<file path="config.mk">
export PLATFORM = sky130hd
export DESIGN_NAME = inst_fetch
export DESIGN_NICKNAME = d
export VERILOG_FILES = /design/src/rtl/inst_fetch.sv
export SDC_FILE = /design/constraint.sdc
export NUM_CORES = 1
export LEC_CHECK = 0
export CORE_UTILIZATION = 30
export DETAILED_ROUTE_END_ITERATION = 8
export HOLD_SLACK_MARGIN = 0.05
export PLACE_DENSITY = 0.63
export SLEW_MARGIN = 20
export SYNTH_ARGS = -nofsm -noshare
export SYNTH_HDL_FRONTEND = slang
export SYNTH_SLANG_ARGS = --single-unit
export TNS_END_PERCENT = 20
</file>
<file path="constraint.sdc">
create_clock -name clk -period 1.9 [get_ports clk]
set_input_delay 0.19 -clock clk [delete_from_list [all_inputs] [get_ports clk]]
set_output_delay 0.19 -clock clk [all_outputs]
set_load 0.05 [all_outputs]
</file>
<file path="src/rtl/inst_fetch.sv">
// Instruction fetch stage: owns the PC, drives the instruction ROM and waits
// out its stall, and hands each instruction (or a misaligned-target fault)
// to decode through a single valid/ready entry register.
module inst_fetch #(
  parameter logic [31:0] RESET_PC = 32'h0000_0000
) (
  input  logic        clk,
  input  logic        rst_n,
  output logic        rom_cs_o,
  output logic [31:0] rom_addr_o,
  input  logic        rom_stall_i,
  input  logic [31:0] rom_dout_i,
  input  logic        redirect_i,
  input  logic [31:0] redirect_pc_i,
  output logic        id_valid_o,
  input  logic        id_ready_i,
  output logic [31:0] id_inst_o,
  output logic [31:0] id_pc_o,
  output logic        id_fault_o
);

  typedef enum logic [1:0] {
    S_BOOT,
    S_FETCH,
    S_FAULT
  } state_e;

  state_e      state_q, state_d;
  logic [31:0] pc_q, pc_d;
  logic        id_valid_q, id_valid_d;
  logic [31:0] id_inst_q, id_inst_d;
  logic [31:0] id_pc_q, id_pc_d;
  logic        id_fault_q, id_fault_d;

  logic slot_free;
  logic take_redirect;
  logic target_aligned;
  logic capture;

  // The entry register can take a new word if it is empty or drains this edge.
  assign slot_free      = !id_valid_q || id_ready_i;
  // A redirect is ignored only during the single BOOT cycle.
  assign take_redirect  = redirect_i && (state_q != S_BOOT);
  assign target_aligned = (redirect_pc_i[1:0] == 2'b00);
  // A completed ROM access is captured only if nothing flushes it this edge.
  assign capture        = (state_q == S_FETCH) && !rom_stall_i && slot_free && !take_redirect;

  // State register.
  // NOTE: sequential state uses non-blocking assignments so every register
  // samples the pre-edge values of the others, independent of block order.
  always_ff @(posedge clk or negedge rst_n) begin
    if (!rst_n) begin
      state_q <= S_BOOT;
    end else begin
      state_q <= state_d;
    end
  end

  // Next-state logic: BOOT always advances, redirects pick FETCH or FAULT.
  always_comb begin
    // NOTE: every always_comb output gets a default first so no path can
    // leave it unassigned and infer a latch.
    state_d = state_q;
    case (state_q)
      S_BOOT:  state_d = S_FETCH;
      S_FETCH,
      S_FAULT: begin
        if (take_redirect) begin
          state_d = target_aligned ? S_FETCH : S_FAULT;
        end
      end
      default: state_d = S_BOOT;
    endcase
  end

  // Output logic: the ROM is only requested while fetching.
  always_comb begin
    rom_cs_o = (state_q == S_FETCH);
  end

  // Datapath next values: redirect beats capture, capture beats plain drain.
  always_comb begin
    pc_d       = pc_q;
    id_valid_d = id_valid_q;
    id_inst_d  = id_inst_q;
    id_pc_d    = id_pc_q;
    id_fault_d = id_fault_q;
    if (take_redirect) begin
      id_valid_d = 1'b0;
      if (target_aligned) begin
        pc_d = redirect_pc_i;
      end else begin
        id_valid_d = 1'b1;
        id_fault_d = 1'b1;
        id_inst_d  = 32'h0000_0000;
        id_pc_d    = redirect_pc_i;
      end
    end else if (capture) begin
      id_valid_d = 1'b1;
      id_inst_d  = rom_dout_i;
      id_pc_d    = pc_q;
      id_fault_d = 1'b0;
      pc_d       = pc_q + 32'd4;
    end else if (id_valid_q && id_ready_i) begin
      id_valid_d = 1'b0;
    end
  end

  // PC and decode entry registers.
  always_ff @(posedge clk or negedge rst_n) begin
    if (!rst_n) begin
      pc_q       <= RESET_PC;
      id_valid_q <= 1'b0;
      id_inst_q  <= 32'h0000_0000;
      id_pc_q    <= 32'h0000_0000;
      id_fault_q <= 1'b0;
    end else begin
      pc_q       <= pc_d;
      id_valid_q <= id_valid_d;
      id_inst_q  <= id_inst_d;
      id_pc_q    <= id_pc_d;
      id_fault_q <= id_fault_d;
    end
  end

  assign rom_addr_o = {2'b00, pc_q[31:2]};
  assign id_valid_o = id_valid_q;
  assign id_inst_o  = id_inst_q;
  assign id_pc_o    = id_pc_q;
  assign id_fault_o = id_fault_q;

endmodule

</file>
==> PnR_summary.wiki, run 1 <==
{| class="wikitable"
! Metric !! Value
|-
| Post-detailed-route count of antenna-violating nets || 0
|-
| Number of synthesized flops with an enable pin || 0
|-
| TritonCTS clock tree || built
|-
| Commonest cells after routing, fill and taps aside || sky130_fd_sc_hd__clkdlybuf4s50_1 (145), sky130_fd_sc_hd__dfrtp_1 (100), sky130_fd_sc_hd__nand2_1 (83)
|-
| Io pins || 168
|-
| Adder-cell share of the synthesized area || 0.009993
|-
| Proportion of register bits with asynchronous set or reset after synthesis || 1.000
|-
| Reported max-cap violation count || 0
|-
| Remaining Overflow, GRT || 0
|-
| Total of endpoints with negative setup slack in the final report || 0
|-
| Minimum clock period || 1868 ps
|-
| Critical path endpoint || pc_q[30]$_DFFE_PN0P_
|-
| Number of standard cells in the final layout excluding fillers || 917
|-
| Most common cell after layout, fill and taps aside || sky130_fd_sc_hd__clkdlybuf4s50_1
|-
| Logic depth of the worst register-to-register path || 7
|-
| Core area || 0.01612 mm2
|-
| Compound-gate portion of the synthesized area || 0.2223
|-
| Netlist cell types || 58
|-
| Fill count || 1,498
|-
| Total wire length || 15,220 um
|-
| Number of antenna violations at the first check in global routing || 0
|-
| Minimum hold slack || 434.1 ps
|-
| Placement row count || 46
|-
| Worst setup slack for register-to-register paths || 30 ps
|-
| Half-perimeter wire length of the detailed placement result || 10,900 um
|-
| Die width || 131.2 um
|-
| Flip-flop and latch count after synthesis || 100
|-
| Total of warnings raised by yosys || 0
|-
| Initial core utilization || 0.3108
|-
| Multiplexer share of the synthesized area || 0.001999
|-
| Final cycle utilization of the critical path || 0.9829
|-
| Min-delay worst type || primary input to async pin
|-
| Share of synthesized area occupied by flip-flops and latches || 0.4996
|-
| Clock root buffer || sky130_fd_sc_hd__clkbuf_16
|-
| XOR/XNOR Fraction of Synth Area || 0
|-
| I/O Buffers || 165
|-
| Nets@finish || 769
|-
| Relative slew margins || 0.6161
|-
| Total power divided by cell area || 1912 mW/mm2
|-
| Total number of clock tree sinks || 100
|-
| Data required time at the worst endpoint || 2120 ps
|-
| Simple-gate share of the synthesized area || 0.1834
|-
| Largest vdd supply drop || 0.0009414 V
|-
| Hold violation count in the final report || 0
|-
| Cell Area, Synth || 0.005009 mm2
|-
| Number of H-tree levels || 3
|-
| Number of buffers created by CTS || 9
|-
| Clk pin slew, worst setup/hold paths || 70 ps
|-
| Detailed-route wire length per cell || 16.60 um
|-
| Starting DRC count in detailed routing || 321
|-
| DR DRC count || 0
|-
| Layout cells sized above 1 || 0.1569
|-
| Clock skew || 9.540 ps
|-
| Dominant combinational cell family by area after synthesis || compound AO/OA/AOI/OAI gates
|-
| Endpoint of the worst register-to-register path || pc_q[30]$_DFFE_PN0P_
|-
| Unrepaired setup endpoints after global routing || yes
|-
| Post-route setup TNS || 0 ps
|-
| CP Capture Type || register
|-
| Fmax achieved || 535.5 MHz
|-
| Main area contributors after synthesis || sky130_fd_sc_hd__dfrtp_1 (50%), sky130_fd_sc_hd__nand2_1 (6.2%), sky130_fd_sc_hd__a22o_1 (5.8%)
|-
| Area grow syn2layout || 50.49%
|-
| Avg Vias per Cell || 5.079
|-
| Worst setup path category || register to register
|-
| Pin count of the biggest net entering global routing || 101
|-
| Static leakage power || 3.199 nW
|-
| Number of buffers between clock root and the deepest sink || 2
|-
| Cell total after placement || 897
|-
| Area share of the largest cell type after synthesis || 0.4996
|-
| Nature of the critical path startpoint || register
|-
| Largest area contributor in the netlist || sky130_fd_sc_hd__dfrtp_1
|-
| Outcome || finished clean
|-
| Insertion delay of the later-clocked pin in the worst-skew pair || 350 ps
|-
| Number of standard cells after synthesis || 526
|-
| Count of inserted antenna diode cells || 0
|-
| Overall via count from detail_route || 4,657
|-
| Die Y || 131.2 um
|-
| Global router's overall resource usage || 0.1760
|-
| First drt pass iteration count || 5
|-
| Startpoint of the worst setup timing path || state_q[0]$_DFFE_PN0P_
|-
| Crit-path max FO || 9
|-
| Post-synthesis average cell area || 9.522 um2
|-
| Die Footprint || 0.01722 mm2
|-
| Number of global-route vias before repair || 4,607
|-
| Reg-to-Reg Start || state_q[0]$_DFFE_PN0P_
|-
| Post-Route Utilization || 0.4677
|-
| Arrival @ worst endpoint || 2080 ps
|-
| Wire length of the first global-routing pass || 24,170 um
|-
| Slew Viols, Final || 0
|-
| Final GP Congestion || 0.7864
|-
| Most frequently used flop master after synthesis || sky130_fd_sc_hd__dfrtp_1
|-
| Transition time at the pin with the least slew margin || 574.0 ps
|}
==> power breakdown <==
part	internal (mW)	leakage (nW)	switching, mW
logic	3.21	1.84	5.52
registers	3.02	1.21	0.763
clock network	1.09	0.149	0.817
total	7.32	3.20	7.10
==> synth_stat cells (2+ instances only) <==
cell / instances
sky130_fd_sc_hd__a211oi_1: 2
sky130_fd_sc_hd__a21o_1: 2
sky130_fd_sc_hd__a21oi_1: 30
sky130_fd_sc_hd__a22o_1: 33
sky130_fd_sc_hd__a2bb2oi_1: 3
sky130_fd_sc_hd__a311oi_1: 2
sky130_fd_sc_hd__a31oi_1: 31
sky130_fd_sc_hd__a41o_1: 2
sky130_fd_sc_hd__and2_1: 5
sky130_fd_sc_hd__and3_1: 6
sky130_fd_sc_hd__and4_1: 5
sky130_fd_sc_hd__buf_1: 6
sky130_fd_sc_hd__buf_2: 13
sky130_fd_sc_hd__buf_4: 32
sky130_fd_sc_hd__clkbuf_1: 15
sky130_fd_sc_hd__dfrtp_1: 100
sky130_fd_sc_hd__ha_1: 4
sky130_fd_sc_hd__inv_1: 4
sky130_fd_sc_hd__nand2_1: 83
sky130_fd_sc_hd__nand2b_1: 3
sky130_fd_sc_hd__nand3_1: 9
sky130_fd_sc_hd__nand4_1: 7
sky130_fd_sc_hd__nand4_2: 3
sky130_fd_sc_hd__nor2_1: 44
sky130_fd_sc_hd__nor2b_1: 3
sky130_fd_sc_hd__nor3_1: 8
sky130_fd_sc_hd__nor4_1: 4
sky130_fd_sc_hd__o211ai_1: 2
sky130_fd_sc_hd__o21ai_0: 20
sky130_fd_sc_hd__o21ai_1: 3
sky130_fd_sc_hd__o22a_1: 5
sky130_fd_sc_hd__o22ai_1: 9
sky130_fd_sc_hd__o31ai_1: 2
sky130_fd_sc_hd__o32ai_1: 2
==> area by class of cell <==
| type | count | area (um2) | area share |
|---|---|---|---|
| tap | 216 | 270.3 | 0.03586 |
| sequential | 100 | 2502 | 0.3320 |
| timing repair buffer | 225 | 2226 | 0.2953 |
| clock buffer | 12 | 256.5 | 0.03403 |
| clock inverter | 4 | 47.55 | 0.006308 |
| multi-input combinational | 356 | 2220 | 0.2945 |
| inverter | 4 | 15.01 | 0.001992 |
==> critical path, cell delays in order (launching register included) <==
cell and delay [ps]:
sky130_fd_sc_hd__dfrtp_1 350, sky130_fd_sc_hd__inv_1 60, sky130_fd_sc_hd__ha_2 200, sky130_fd_sc_hd__or4b_4 520, sky130_fd_sc_hd__buf_6 160, sky130_fd_sc_hd__or3_1 290
sky130_fd_sc_hd__o21ai_0 80, sky130_fd_sc_hd__a311oi_1 70
==> registers in the layout, indices dropped and copies added, names as in the netlist <==
signal      flops
id_fault_o      1
id_inst_o      32
id_pc_o        32
id_valid_o      1
pc_q           32
state_q         2
==> what timing repair did <==
| action | 4_1_cts | 5_1_grt |
|---|---|---|
| pin swaps | 0 | 3 |
| cloned | 0 | 1 |
| buffers inserted | 0 | 2 |
| resized for setup | 5 | 26 |
| hold buffers | 1 | 0 |
| hold endpoints to repair | 100 | 0 |
| endpoints found under the setup margin | 5 | 48 |
==> stage by stage <==
stage | cell area (um2) | setup slack, ps | total power [mW]
floorplan | 5055 | -8.271 | 9.502
global placement | 7057 | -131.5 | 12.24
detailed placement | 7057 | -125.8 | 12.38
CTS | 7370 | 0.1233 | 14.31
global route | 7537 | -29.80 | 15.21
finish | 7537 | 32.46 | 14.41
==> cells by family (layout without fill, tap and decap cells) <==
logic type / Yosys count / count (layout)
simple gates: 189 / 189
fa+ha+maj: 4 / 4
flops: 100 / 100
compound gates: 160 / 160
other cells: 1 / 2
mux: 1 / 1
buf+inv: 71 / 245
==> layer usage <==
metal  vias to the layer above  wire, um  GRT usage
met4                         0       209    0.06797
met5                         -         0          0
met1                      2235      6859     0.2272
met2                       176      7047     0.2766
met3                        18      1102    0.05093
li1                       2228         -          -
==> worst min-delay path by stage <==
stage / slack (ps) / to / from
6_report: 430 / id_inst_o[25]$_DFFE_PN0P_ / rst_n
5_1_grt: 440 / id_inst_o[1]$_DFFE_PN0P_ / rom_dout_i[1]
4_1_cts: 430 / id_pc_o[8]$_DFFE_PN0P_ / redirect_pc_i[8]
3_5_place_dp: 300 / id_inst_o[29]$_DFFE_PN0P_ / rst_n
3_3_place_gp: 290 / id_inst_o[21]$_DFFE_PN0P_ / rst_n
2_1_floorplan: -110 / id_fault_o$_DFFE_PN0P_ / rst_n
(Power assumes the default switching activity.)
==> run 2: changes to the inputs <==
Settings changed: PLACE_DENSITY 0.63 to 0.66.
==> run 2 against run 1 <==
Net effect: utilization up 0.46 points; global-route usage up 0.96 points; final cell count up 0.98%; clock skew down 0.82 ps; non-clock buffer count up 9; sequential share of layout area down 0.29 points; hold slack worse by 110 ps; critical path depth unchanged; largest cell class unchanged.
==> PnR_summary.wiki, run 2 (synthesis gave the netlist of run 1 again) <==
{| class="wikitable"
! Metric !! Value
|-
| Number of global-route vias before repair || 4,927 (+6.9%)
|-
| Slew Viols, Final || 0 (unchanged)
|-
| Outcome || finished clean
|-
| Starting DRC count in detailed routing || 310 (-3.4%)
|-
| Global router's overall resource usage || 0.1856 (+0.009582)
|-
| Die Footprint || 0.01722 mm2 (unchanged)
|-
| Combinational power share || 0.608 (+0.003)
|-
| Detailed-route wire length per cell || 16.91 um (+1.9%)
|-
| Area grow syn2layout || 51.96%
|-
| Most common cell after layout, fill and taps aside || sky130_fd_sc_hd__clkdlybuf4s50_1
|-
| TritonCTS clock tree || built
|-
| First drt pass iteration count || 4 (-1)
|-
| Number of standard cells in the final layout excluding fillers || 926 (+0.98%)
|-
| Cell at the slowest stage of the critical path || sky130_fd_sc_hd__or4b_4
|-
| Initial core utilization || 0.3108 (unchanged)
|-
| Core area || 0.01612 mm2 (unchanged)
|-
| I/O Buffers || 165 (unchanged)
|-
| Startpoint of the worst setup timing path || state_q[0]$_DFFE_PN0P_
|-
| Die Y || 131.2 um (unchanged)
|-
| Crit-path max FO || 5 (-4)
|-
| Worst setup path category || register to register
|-
| Nets@finish || 778 (+1.2%)
|-
| Worst-path cell chain || inv_1 > ha_4 > or4b_4 > buf_6 > or3_1 > o21ai_1 > a311oi_1
|-
| Largest stage delay, worst path || 560 ps (+40 ps)
|-
| Clock group share of total power || 0.133 (about the same)
|-
| Total of endpoints with negative setup slack in the final report || 0 (unchanged)
|-
| Relative contribution of sequential cells to total power || 0.259 (-0.003)
|-
| Number of buffers created by CTS || 9 (unchanged)
|-
| Area of all placed cells without fillers || 0.007611 mm2 (+0.98%)
|-
| Minimum hold slack || 319.9 ps (-114.2 ps)
|-
| Die width || 131.2 um (unchanged)
|-
| Switching power of the nets || 7.191 mW (+1.3%)
|-
| Clock skew || 8.724 ps (-0.8157 ps)
|-
| Worst setup slack for register-to-register paths || 1 ps (-30 ps)
|-
| Placement row count || 46 (unchanged)
|-
| Arrival @ worst endpoint || 2120 ps (+40 ps)
|-
| Data required time at the worst endpoint || 2120 ps (about the same)
|-
| Overall via count from detail_route || 4,693 (+0.77%)
|-
| Count of inserted antenna diode cells || 0 (unchanged)
|-
| Fmax achieved || 526.7 MHz (-1.6%)
|-
| Number of buffers between clock root and the deepest sink || 2 (unchanged)
|-
| DR DRC count || 0 (unchanged)
|-
| Cell total after placement || 902 (+0.56%)
|-
| Placed standard-cell area || 0.007084 mm2 (+0.39%)
|-
| Number of H-tree levels || 3 (unchanged)
|-
| Insertion delay of the later-clocked pin in the worst-skew pair || 350 ps (about the same)
|-
| Half-perimeter wire length of the detailed placement result || 11,210 um (+2.9%)
|-
| Switching share of power || 0.4951 (+0.002707)
|-
| Static leakage power || 3.257 nW (+1.8%)
|-
| Total number of clock tree sinks || 100 (unchanged)
|-
| CP Capture Type || register
|-
| Number of antenna violations at the first check in global routing || 0 (unchanged)
|-
| Relative slew margins || 0.6280 (+0.01186)
|-
| Reported max-cap violation count || 0 (unchanged)
|-
| Total wire length || 15,660 um (+2.9%)
|-
| Reg-to-Reg Start || state_q[0]$_DFFE_PN0P_
|-
| Unrepaired setup endpoints after global routing || yes
|-
| Transition time at the pin with the least slew margin || 556.3 ps (-17.73 ps)
|-
| Post-route setup TNS || 0 ps (unchanged)
|-
| Min-delay worst type || primary input to async pin
|-
| Pin count of the biggest net entering global routing || 47 (-53%)
|-
| Layout cells sized above 1 || 0.1775 (+0.02055)
|-
| Post-detailed-route count of antenna-violating nets || 0 (unchanged)
|-
| Hold violation count in the final report || 0 (unchanged)
|-
| Total power divided by cell area || 1908 mW/mm2 (-0.20%)
|-
| Io pins || 168 (unchanged)
|-
| Clk pin slew, worst setup/hold paths || 70 ps (about the same)
|-
| Minimum clock period || 1899 ps (+31.05 ps)
|-
| Clock root buffer || sky130_fd_sc_hd__clkbuf_16
|-
| Final cycle utilization of the critical path || 0.9993 (+0.01634)
|-
| Largest vdd supply drop || 0.0008219 V (-13%)
|-
| Avg Vias per Cell || 5.068 (-0.21%)
|-
| Remaining Overflow, GRT || 0 (unchanged)
|-
| Nature of the critical path startpoint || register
|-
| Final GP Congestion || 0.8315 (+5.7%)
|-
| Placement Setup Slack || -255.7 ps (-129.9 ps)
|-
| Wire length of the first global-routing pass || 25,430 um (+5.2%)
|-
| Commonest cells after routing, fill and taps aside || sky130_fd_sc_hd__clkdlybuf4s50_1 (146), sky130_fd_sc_hd__dfrtp_1 (98), sky130_fd_sc_hd__nand2_1 (83)
|-
| Smallest setup slack after layout || 1.411 ps (-31.05 ps)
|-
| Internal Dissipation || 7.333 mW (+0.24%)
|}
## run 2: final cells by class
| class | instances | area, um2 |
|---|---|---|
| inverter | 4 | 15.01 |
| fill | 1491 | 8504 |
| sequential | 100 | 2505 |
| clock buffer | 10 | 239.0 |
| clock inverter | 6 | 70.07 |
| timing repair buffer | 234 | 2287 |
| tap | 216 | 270.3 |
| multi-input combinational | 356 | 2225 |
## run 2: metal layers
| metal | wire (um) | vias to the layer above | part of all wire | global-route usage |
|---|---|---|---|---|
| met1 | 6887 | 2261 | 0.44 | 0.2355 |
| met3 | 1098 | 14 | 0.070 | 0.04900 |
| met5 | 0 | - | 0 | 0 |
| met2 | 7485 | 180 | 0.48 | 0.3032 |
| met4 | 186 | 0 | 0.012 | 0.06536 |
| li1 | - | 2238 | - | - |
## run 2: power by group through the flow
| stage | clock (mW) | combinational, mW | sequential [mW] |
|---|---|---|---|
| 6_report | 1.94 | 8.83 | 3.76 |
| 5_1_grt | 2.08 | 9.34 | 3.90 |
| 4_1_cts | 1.99 | 8.75 | 3.76 |
| 3_5_place_dp | 0 | 8.59 | 3.76 |
| 3_3_place_gp | 0 | 8.43 | 3.75 |
| 2_1_floorplan | 0 | 3.83 | 5.67 |
## run 2: through the flow
stage               power (mW)  utilization
floorplan                9.502            -
global placement         12.18       0.4396
detailed placement       12.35       0.4396
CTS                      14.49       0.4650
global route             15.32       0.4723
finish                   14.52       0.4723
## run 2: final timing paths
path	depth (start not counted)	end
setup / recovery	7	pc_q[30]$_DFFE_PN0P_
min in group clk	3	id_pc_o[24]$_DFFE_PN0P_
hold / removal	2	id_inst_o[21]$_DFFE_PN0P_
max in group asynchronous	3	pc_q[14]$_DFFE_PN0P_
setup reg to reg	7	pc_q[30]$_DFFE_PN0P_
hold reg to reg	1	pc_q[0]$_DFFE_PN0P_
## run 2: worst max-delay path: cells and delay by family, from the launching register on
kind,cells,cell delay [ps]
buffers and inverters,2,230
DFF,1,350
and+or+nand+nor,2,860
adders and majority gates,1,190
AOI/OAI and AO/OA,2,150
## run 2: what timing repair did
action                     in CTS  in global routing
hold endpoints to repair       29                  0
pin swaps                       3                  5
buffers inserted                4                  2
gates resized for setup        10                 26
setup endpoints to repair      53                 72
hold buffers                    1                  0
cloned                          1                  0
==> run 3: changes to the inputs <==
Settings changed: ABC_AREA set to 1, PLACE_DENSITY 0.66 to 0.64.
==> run 3 against run 2 <==
Net effect: power up 5.6%; flip-flop and latch count is the same; fmax up 2.2%; first-iteration DRC count down 7.4%; combinational power increased by 8.4%; via count is 10% higher.
==> PnR_summary.wiki, run 3 <==
{| class="wikitable"
! Metric !! Value
|-
| Outcome || finished clean
|-
| Placement Setup Slack || 0.3940 ps (+256.1 ps)
|-
| I/O Buffers || 165 (unchanged)
|-
| Starting DRC count in detailed routing || 287 (-7.4%)
|-
| Cell Area, Synth || 0.005478 mm2 (+9.4%)
|-
| Slew Viols, Final || 0 (unchanged)
|-
| Unrepaired setup endpoints after global routing || no
|-
| Number of antenna violations at the first check in global routing || 0 (unchanged)
|-
| Number of H-tree levels || 3 (unchanged)
|-
| Area taken by flip-flops and latches || 0.002502 mm2 (about the same)
|-
| Half-perimeter wire length of the detailed placement result || 11,330 um (+1.1%)
|-
| DR DRC count || 0 (unchanged)
|-
| Worst-path cell chain || buf_4 > clkdlybuf4s50_1
|-
| Synth cell count leaders || sky130_fd_sc_hd__nand2_1 (234), sky130_fd_sc_hd__nor2_1 (126), sky130_fd_sc_hd__dfrtp_1 (100)
|-
| Netlist cell types || 30 (-48%)
|-
| Nature of the critical path startpoint || register
|-
| Remaining Overflow, GRT || 0 (unchanged)
|-
| Area share of the largest cell type after synthesis || 0.4568 (-0.04280)
|-
| Io pins || 168 (unchanged)
|-
| Die Footprint || 0.01880 mm2 (+9.2%)
|-
| CP Capture Type || output port
|-
| Final GP Congestion || 0.8486 (+2.1%)
|-
| Clock skew || 8.681 ps (-0.04302 ps)
|-
| Total wire length || 16,100 um (+2.8%)
|-
| Relative slew margins || 0.5959 (-0.03212)
|-
| Number of buffers created by CTS || 9 (unchanged)
|-
| Reported max-cap violation count || 0 (unchanged)
|-
| Smallest setup slack after layout || 42.63 ps (+41.22 ps)
|-
| # Post-CTS Setup Buffers || 0 (-4)
|-
| Most frequently used flop master after synthesis || sky130_fd_sc_hd__dfrtp_1
|-
| Count of inserted antenna diode cells || 0 (unchanged)
|-
| Fmax achieved || 538.4 MHz (+2.2%)
|-
| Proportion of register bits with asynchronous set or reset after synthesis || 1.000 (unchanged)
|-
| Detailed-route wire length per cell || 14.36 um (-15%)
|-
| Insertion delay of the later-clocked pin in the worst-skew pair || 360 ps (about the same)
|-
| Layout cells sized above 1 || 0.08184 (-0.09563)
|-
| Post-detailed-route count of antenna-violating nets || 0 (unchanged)
|-
| Logic depth of the worst register-to-register path || 11 (+4)
|-
| Most common cell after layout, fill and taps aside || sky130_fd_sc_hd__nand2_1
|-
| Arrival @ worst endpoint || 1670 ps (-450 ps)
|-
| Hold violation count in the final report || 0 (unchanged)
|-
| Cell with the most instances after synthesis || sky130_fd_sc_hd__nand2_1
|-
| Flip-flop and latch count after synthesis || 100 (unchanged)
|-
| Post-synthesis average cell area || 7.265 um2 (-24%)
|-
| Die width || 137.1 um (+4.5%)
|-
| Total of endpoints with negative setup slack in the final report || 0 (unchanged)
|-
| Met3 WL post-DR || 1001 um (-8.8%)
|-
| Wire length of the first global-routing pass || 25,180 um (-1.0%)
|-
| Post-route setup TNS || 0 ps (unchanged)
|-
| Global router's overall resource usage || 0.1761 (-0.009463)
|-
| Clock root buffer || sky130_fd_sc_hd__clkbuf_16
|-
| Met2 Wirelength || 7207 um (-3.7%)
|-
| Post-Route Utilization || 0.4219 (-0.05042)
|-
| Highest metal layer used by the detailed router || met4
|-
| Number of global-route vias before repair || 4,817 (-2.2%)
|-
| Number of standard cells after synthesis || 754 (+43%)
|-
| Minimum clock period || 1857 ps (-41.22 ps)
|-
| Die Y || 137.1 um (+4.5%)
|-
| Initial core utilization || 0.3060 (-0.004809)
|-
| Routed met1 length || 7686 um (+12%)
|-
| Static leakage power || 3.630 nW (+11%)
|-
| Data required time at the worst endpoint || 1710 ps (-410 ps)
|-
| Worst setup path category || register to output port
|-
| Largest vdd supply drop || 0.0009291 V (+13%)
|-
| Cell at the slowest stage of the critical path || sky130_fd_sc_hd__clkdlybuf4s50_1
|-
| Main area contributors after synthesis || sky130_fd_sc_hd__dfrtp_1 (46%), sky130_fd_sc_hd__nand2_1 (16%), sky130_fd_sc_hd__nor2_1 (8.6%)
|-
| Min-delay worst type || primary input to register
|-
| Total of warnings raised by yosys || 0 (unchanged)
|-
| Transition time at the pin with the least slew margin || 606.2 ps (+49.92 ps)
|-
| Largest stage delay, worst path || 800 ps (+240 ps)
|-
| Crit-path max FO || 5 (unchanged)
|-
| Clk pin slew, worst setup/hold paths || 70 ps (about the same)
|-
| Final cycle utilization of the critical path || 0.9776 (-0.02169)
|-
| TritonCTS clock tree || built
|-
| Commonest cells after routing, fill and taps aside || sky130_fd_sc_hd__nand2_1 (234), sky130_fd_sc_hd__clkdlybuf4s50_1 (144), sky130_fd_sc_hd__nor2_1 (125)
|-
| Number of buffers between clock root and the deepest sink || 2 (unchanged)
|-
| Total number of clock tree sinks || 100 (unchanged)
|-
| Area grow syn2layout || 37.87%
|-
| Placement row count || 49 (+6.5%)
|-
| Worst hold path stage count || 3
|-
| Share of synthesized area occupied by flip-flops and latches || 0.4568 (-0.04280)
|-
| First drt pass iteration count || 5 (+1)
|-
| Number of synthesized flops with an enable pin || 0 (unchanged)
|-
| Fill count || 1,806 (+21%)
|-
| Total power divided by cell area || 2030 mW/mm2 (+6.4%)
|-
| Pin count of the biggest net entering global routing || 101 (+110%)
|-
| Largest area contributor in the netlist || sky130_fd_sc_hd__dfrtp_1
|-
| Overall via count from detail_route || 5,179 (+10%)
|-
| Core area || 0.01790 mm2 (+11%)
|-
| Area of the multi-input gates || 0.002362 mm2 (+6.2%)
|-
| Nets@finish || 960 (+23%)
|-
| Avg Vias per Cell || 4.620 (-8.8%)
|}
run 3: cell families after synthesis:
group,count (synthesis),synth area share
AOI/OAI and AO/OA,78,0.08132
DFF,100,0.4568
and+or+nand+nor,446,0.3344
other,1,0.0006846
buffers and inverters,124,0.1160
adders and majority gates,4,0.009137
xor gates and xnor gates,1,0.001599
run 3: final cells by class:
| type | instances | share of cell area |
|---|---|---|
| Sequential cell | 100 | 0.3313 |
| Multi-Input combinational cell | 531 | 0.3128 |
| Timing Repair Buffer | 185 | 0.2492 |
| Tap cell | 229 | 0.03794 |
| Clock buffer | 10 | 0.03164 |
| Inverter | 60 | 0.03082 |
| Clock inverter | 6 | 0.006296 |
run 3: path summary, 6_finish.rpt:
kind	startpoint	endpoint	slack (ps)
hold reg to reg	id_pc_o[31]$_DFFE_PN0P_	id_pc_o[31]$_DFFE_PN0P_	470
setup / recovery	pc_q[3]$_DFFE_PN0P_	rom_addr_o[1]	40
setup reg to reg	state_q[1]$_DFFE_PN0P_	pc_q[16]$_DFFE_PN0P_	140
hold / removal	rom_dout_i[15]	id_inst_o[15]$_DFFE_PN0P_	390
min in group asynchronous	rst_n	id_pc_o[4]$_DFFE_PN0P_	420
max in group asynchronous	rst_n	id_pc_o[16]$_DFFE_PN0P_	990
run 3: what timing repair did:
item                       4_1_cts  5_1_grt
hold endpoints to repair       100        0
hold buffers                     1        0
setup endpoints to repair        7       34
pin swaps                        0        1
cloned                           0        1
resized for setup                3       14
run 3: critical path, delay by kind of cell, from the launching register on:
kind	cells	cell delay, ps
buf+inv	2	950
flops	1	370
run 3: power by group:
| group | internal, mW | switching (mW) | total (mW) |
|---|---|---|---|
| Combinational | 3.13 | 6.44 | 9.57 |
| Sequential | 3.11 | 0.834 | 3.94 |
| Clock | 0.937 | 0.882 | 1.82 |
run 3: routing by layer:
metal | track usage | vias to the layer above
li1 | - | 2616
met1 | 0.2394 | 2394
met2 | 0.2753 | 156
met3 | 0.04185 | 13
met4 | 0.05372 | 0
met5 | 0 | -
run 3: stage by stage:
| step | power, mW | hold slack [ps] | cell area, um2 | instances |
|---|---|---|---|---|
| floorplan | 10.71 | -105.6 | 5484 | 755 |
| global placement | 13.40 | 308.5 | 7184 | 1103 |
| detailed placement | 13.50 | 313.5 | 7184 | 1103 |
| CTS | 15.37 | 371.5 | 7481 | 1120 |
| global route | 16.39 | 386.3 | 7552 | 1121 |
| finish | 15.33 | 386.0 | 7552 | 1121 |
